--- config.mk ---
export PLATFORM = sky130hd
export DESIGN_NAME = tune_sequencer
export DESIGN_NICKNAME = d
export VERILOG_FILES = /design/src/rtl/tune_sequencer.sv
export SDC_FILE = /design/constraint.sdc
export NUM_CORES = 1
export LEC_CHECK = 0
export CAP_MARGIN = 20
export CORE_UTILIZATION = 57
export DETAILED_ROUTE_END_ITERATION = 8
export PLACE_DENSITY = 0.86
export SKIP_CTS_REPAIR_TIMING = 1
export SYNTH_ARGS = -nofsm -noshare
export SYNTH_HDL_FRONTEND = slang
export SYNTH_SLANG_ARGS = --single-unit
--- constraint.sdc ---
create_clock -name clk -period 4.7 [get_ports clk]
set_clock_uncertainty 0.1 [all_clocks]
set_input_delay 0.94 -clock clk [delete_from_list [all_inputs] [get_ports clk]]
set_output_delay 0.94 -clock clk [all_outputs]
set_load 0.01 [all_outputs]
--- src/rtl/tune_sequencer.sv ---
// -----------------------------------------------------------------------------
// tune_sequencer
// Walks a tune table of {pitch[7:4], dur[3:0]} entries and drives a tone
// generator. Each note sounds for dur*BEAT_COUNT clocks and is followed by
// GAP_CYCLES silent clocks. An entry with dur==0 ends the tune, or restarts
// it at address 0 when loop is set.
//
// Ports
//   clk         : single clock, rising edge
//   rst         : synchronous active-high reset, overrides every other input
//   start       : play request, honoured only while idle
//   stop        : abort request, wins over start, returns to idle next cycle
//   loop        : restart at address 0 on an end marker (sampled in FETCH)
//   rom_data    : tune entry at rom_addr (combinational ROM)
//   rom_addr    : tune table address
//   note_pitch  : pitch index for the tone generator, 0 = rest
//   tone_en     : tone generator enable
//   note_strobe : one-cycle pulse in the first cycle of each note
//   busy        : high whenever the sequencer is not idle
//   done        : one-cycle pulse when the tune ends normally
// -----------------------------------------------------------------------------
module tune_sequencer #(
    parameter int BEAT_COUNT = 100,
    parameter int GAP_CYCLES = 4
) (
    input  logic       clk,
    input  logic       rst,
    input  logic       start,
    input  logic       stop,
    input  logic       loop,
    input  logic [7:0] rom_data,
    output logic [5:0] rom_addr,
    output logic [3:0] note_pitch,
    output logic       tone_en,
    output logic       note_strobe,
    output logic       busy,
    output logic       done
);

    localparam int PRESC_W = (BEAT_COUNT > 1) ? $clog2(BEAT_COUNT) : 1;
    localparam int GAP_W   = $clog2(GAP_CYCLES + 1);
    localparam logic [PRESC_W-1:0] PRESC_LAST = PRESC_W'(BEAT_COUNT - 1);
    localparam logic [GAP_W-1:0]   GAP_LAST   = GAP_W'(GAP_CYCLES - 1);

    typedef enum logic [2:0] {
        ST_IDLE  = 3'd0,
        ST_FETCH = 3'd1,
        ST_NOTE  = 3'd2,
        ST_GAP   = 3'd3,
        ST_DONE  = 3'd4
    } state_t;

    state_t             state_r, state_s;
    logic [PRESC_W-1:0] presc_r, presc_s;
    logic [3:0]         beat_r, beat_s;     // beats elapsed in the current note
    logic [3:0]         dur_r, dur_s;       // duration of the current note
    logic [GAP_W-1:0]   gap_r, gap_s;
    logic [5:0]         addr_r, addr_s;
    logic [3:0]         pitch_r, pitch_s;
    logic               tone_r, tone_s;
    logic               strobe_r, strobe_s;
    logic               busy_r, busy_s;
    logic               done_r, done_s;

    // Next-state and next-output logic; outputs are computed one cycle ahead
    // so that every port comes straight from a flop.
    always_comb begin
        state_s  = state_r;
        presc_s  = presc_r;
        beat_s   = beat_r;
        dur_s    = dur_r;
        gap_s    = gap_r;
        addr_s   = addr_r;
        pitch_s  = pitch_r;
        tone_s   = 1'b0;
        strobe_s = 1'b0;

        if (stop) begin
            // Abort: silence and idle; address and pitch are left as they were.
            state_s = ST_IDLE;
            presc_s = {PRESC_W{1'b0}};
            beat_s  = 4'd0;
            gap_s   = {GAP_W{1'b0}};
        end else begin
            case (state_r)
                ST_IDLE: begin
                    if (start) begin
                        state_s = ST_FETCH;
                        addr_s  = 6'd0;
                    end else begin
                        state_s = ST_IDLE;
                    end
                end
                ST_FETCH: begin
                    if (rom_data[3:0] != 4'd0) begin
                        // Note load: counters restart so every note is full length.
                        state_s  = ST_NOTE;
                        pitch_s  = rom_data[7:4];
                        dur_s    = rom_data[3:0];
                        tone_s   = (rom_data[7:4] != 4'd0);
                        strobe_s = 1'b1;
                        presc_s  = {PRESC_W{1'b0}};
                        beat_s   = 4'd0;
                    end else if (loop && (addr_r != 6'd0)) begin
                        state_s = ST_FETCH;
                        addr_s  = 6'd0;
                    end else begin
                        // A marker at address 0 never loops, so an empty tune ends.
                        state_s = ST_DONE;
                    end
                end
                ST_NOTE: begin
                    tone_s = tone_r;
                    if (presc_r == PRESC_LAST) begin
                        presc_s = {PRESC_W{1'b0}};
                        if (beat_r == (dur_r - 4'd1)) begin
                            state_s = ST_GAP;
                            tone_s  = 1'b0;
                            gap_s   = {GAP_W{1'b0}};
                        end else begin
                            beat_s = beat_r + 4'd1;
                        end
                    end else begin
                        presc_s = presc_r + PRESC_W'(1);
                    end
                end
                ST_GAP: begin
                    if (gap_r == GAP_LAST) begin
                        state_s = ST_FETCH;
                        addr_s  = addr_r + 6'd1;    // 63 wraps to 0
                        gap_s   = {GAP_W{1'b0}};
                    end else begin
                        gap_s = gap_r + GAP_W'(1);
                    end
                end
                ST_DONE: begin
                    state_s = ST_IDLE;
                end
                default: begin
                    state_s = ST_IDLE;
                end
            endcase
        end

        busy_s = (state_s != ST_IDLE);
        done_s = (state_s == ST_DONE);
    end

    // State, counter and output registers with synchronous reset.
    always_ff @(posedge clk) begin
        if (rst) begin
            state_r  <= ST_IDLE;
            presc_r  <= {PRESC_W{1'b0}};
            beat_r   <= 4'd0;
            dur_r    <= 4'd0;
            gap_r    <= {GAP_W{1'b0}};
            addr_r   <= 6'd0;
            pitch_r  <= 4'd0;
            tone_r   <= 1'b0;
            strobe_r <= 1'b0;
            busy_r   <= 1'b0;
            done_r   <= 1'b0;
        end else begin
            state_r  <= state_s;
            presc_r  <= presc_s;
            beat_r   <= beat_s;
            dur_r    <= dur_s;
            gap_r    <= gap_s;
            addr_r   <= addr_s;
            pitch_r  <= pitch_s;
            tone_r   <= tone_s;
            strobe_r <= strobe_s;
            busy_r   <= busy_s;
            done_r   <= done_s;
        end
    end

    assign rom_addr    = addr_r;
    assign note_pitch  = pitch_r;
    assign tone_en     = tone_r;
    assign note_strobe = strobe_r;
    assign busy        = busy_r;
    assign done        = done_r;

endmodule

==> results.ini <==
[outcome]
status=finished, final reports clean

[final_layout]
design_area_mm2=0.00210
layout.cells.non_filler=258
area_growth_pct=19.2
final_util_pct=73.6
n_fill_cell=221
drive_above_1_share_pct=8.81
fin_nets=245
diodes=0

[timing]
fin_crit_sh_pct=59.5
finalSetupViolations=0
fmax_mhz=357
final_hold_viol_count=0
setup_slack_ns=1.90
worstMarginPinSlew_ns=0.681
maxSlewViolCount=0
finalCriticalPeriod_ns=2.80
timing.hold.ws_ns=0.376
fin_tns_setup_ns=0
slew_headroom_pct=54.4
rsz0062_at_grt=no

[cts]
cts_tree=yes
cts.path.max_buffers=2
cts-htree-levels=2
clk_latency_ns=0.34
clkTransAtPathRegs_ns=0.10
cts.sinks=35
numCtsBuffers=5
ctsRootBufferMaster=clkbuf_4

[yosys]
synth_most_common_cell=dfxtp_1
synthesis.area_mm2=0.00176
yosysTopAreaCell=dfxtp_1
ys_warn_count=0
netlist_top_cells_count=dfxtp_1 (35), nor2_1 (30), nand2_1 (18)
synth_nets=219
async_flop_share_pct=0
ys_seq_area_share_pct=39.8
synth.avg_cell_area_um2=8.81
netlist_instances=200
yosys.area.top_type_share_pct=39.8
yosysUniqueCellTypes=50
synth_edf_count=0
synth_flop_cell=dfxtp_1
synth_seq_cells=35
synth_area_leaders=dfxtp_1 (40%), nor2_1 (6.4%), ha_1 (4.3%)

[global_route]
grt_pass1_vias=1535
grt_usage_pct=27.0
grt_pass1_wl_um=6750
grt_start_max_net_pins=20
grt_antenna_before_repair=0
grt.overflow.total=0

[place]
place_area_mm2=0.00203
place_ws_ns=1.53
gp_congestion=0.880
port_buffers=26
dp_hpwl_um=3030
dp.cells=250

[detailed_routing]
wl_per_cell_um=15.7
first_pass_iters=5
ant_nets=0
vias=1601
vias_per_cell=6.21
drc=0
drt_wl_total_um=4050
drt_iter0_markers=87

[setup_path]
crit_path_start_kind=primary input
cp_max_fo=7
worstPathCellList=clkdlybuf4s50_1, nor4_4, o211ai_2, a2111oi_4, o211a_1, nor3_1
required_ns=4.81
arrival_ns=2.91
critPathKind=in2reg
critPathSlowestCell=a2111oi_4
cpPeakStageDelay_ns=0.57
r2r_slack_ns=2.60
endpoint_kind=register

[power]
p_switching_mw=0.128
powerDensity_mw_per_mm2=256
power.leakage_nw=0.779
totalPowerFinal_mw=0.538
ir_drop_mv=0.192
clkPwrFrac_pct=34.7
netSwitchingFraction_pct=23.7
p_comb_share_pct=9.0
internal_power_mw=0.411
power_frac_seq_pct=56.3

[hold_path]
holdCritPathClass=reg2reg

[floorplanning]
die-width_um=57.6
rows=19
start_util_pct=61.8
die_h_um=57.6
core-area_mm2=0.00285
ios=27
design.die.area_mm2=0.00332

[run]
maxCapViolCount=0

==> power by group through the flow <==
stage                     clock network [mW]  registers, mW  logic [mW]
after CTS                              0.191          0.303      0.0480
after floorplan                            0          0.309      0.0266
after detailed placement                   0          0.310      0.0478
final                                  0.187          0.303      0.0484
after global routing                   0.207          0.303      0.0521
after global placement                     0          0.309      0.0459
==> worst max-delay path, delay by kind of cell <==
kind	cells	cell delay [ns]
and+or+nand+nor	2	0.49
buffers and inverters	1	0.46
AOI/OAI and AO/OA	3	1.00
==> placed cells by master (no fill, tap or decap), drive strengths merged, types with 2 or more instances in the layout <==
master and n:
inv 6, xor2 3, nor2 30, ha 6, nand3b 4, or3 3
or2 4, a41oi 2, dfxtp 35, nand2b 2, o211ai 2, nor3 4
a21oi 10, xnor2 2, o21ai 8, a22oi 4, nor2b 3, and3 3
clkdlybuf4s50 26, a311oi 6, and4 2, nand2 18, or3b 2, or4b 2
nand3 11, clkbuf 8, mux2i 6, o21a 2
==> worst paths after layout <==
kind | start | end | depth (start not counted)
min reg2reg | gap_r[2] | gap_r[2] | 2
max | rom_data[0] | rom_addr[2] | 6
min | gap_r[2] | gap_r[2] | 2
max reg2reg | rom_addr[0] | rom_addr[2] | 7
==> flip-flops by register name, summed over array words and instances, names as in the netlist <==
register / cells
note_strobe: 1
note_pitch: 4
rom_addr: 6
presc_r: 7
gap_r: 3
done: 1
busy: 1
beat_r: 4
tone_en: 1
dur_r: 4
state_r: 3
==> cell type report <==
cell class	instances	area (um2)	share of cell area, %
inverter	6	22.5	1.07
timing repair buffer	26	260	12.4
sequential	35	701	33.4
clock buffer	8	68.8	3.28
multi-input combinational	152	1010	48.1
tap	31	38.8	1.85
==> kinds of logic (layout without fill, tap and decap cells) <==
group | Yosys count | count (layout) | share of synthesized area, %
AOI/OAI and AO/OA | 43 | 43 | 18.5
xor gates and xnor gates | 6 | 6 | 3.76
adders and majority gates | 6 | 6 | 4.26
buffers and inverters | 13 | 40 | 2.91
DFF | 35 | 35 | 39.8
muxes | 6 | 6 | 3.41
and+or+nand+nor | 91 | 91 | 27.4
==> per-layer routing <==
metal	up-vias	GRT usage (%)	part of all wire (%)
li1	778	-	-
met3	12	5.90	6.4
met1	749	31.5	41
met2	62	45.7	50
met4	0	15.0	2.6
met5	-	0	0
No activity file was read; power rests on OpenSTA's default activity.
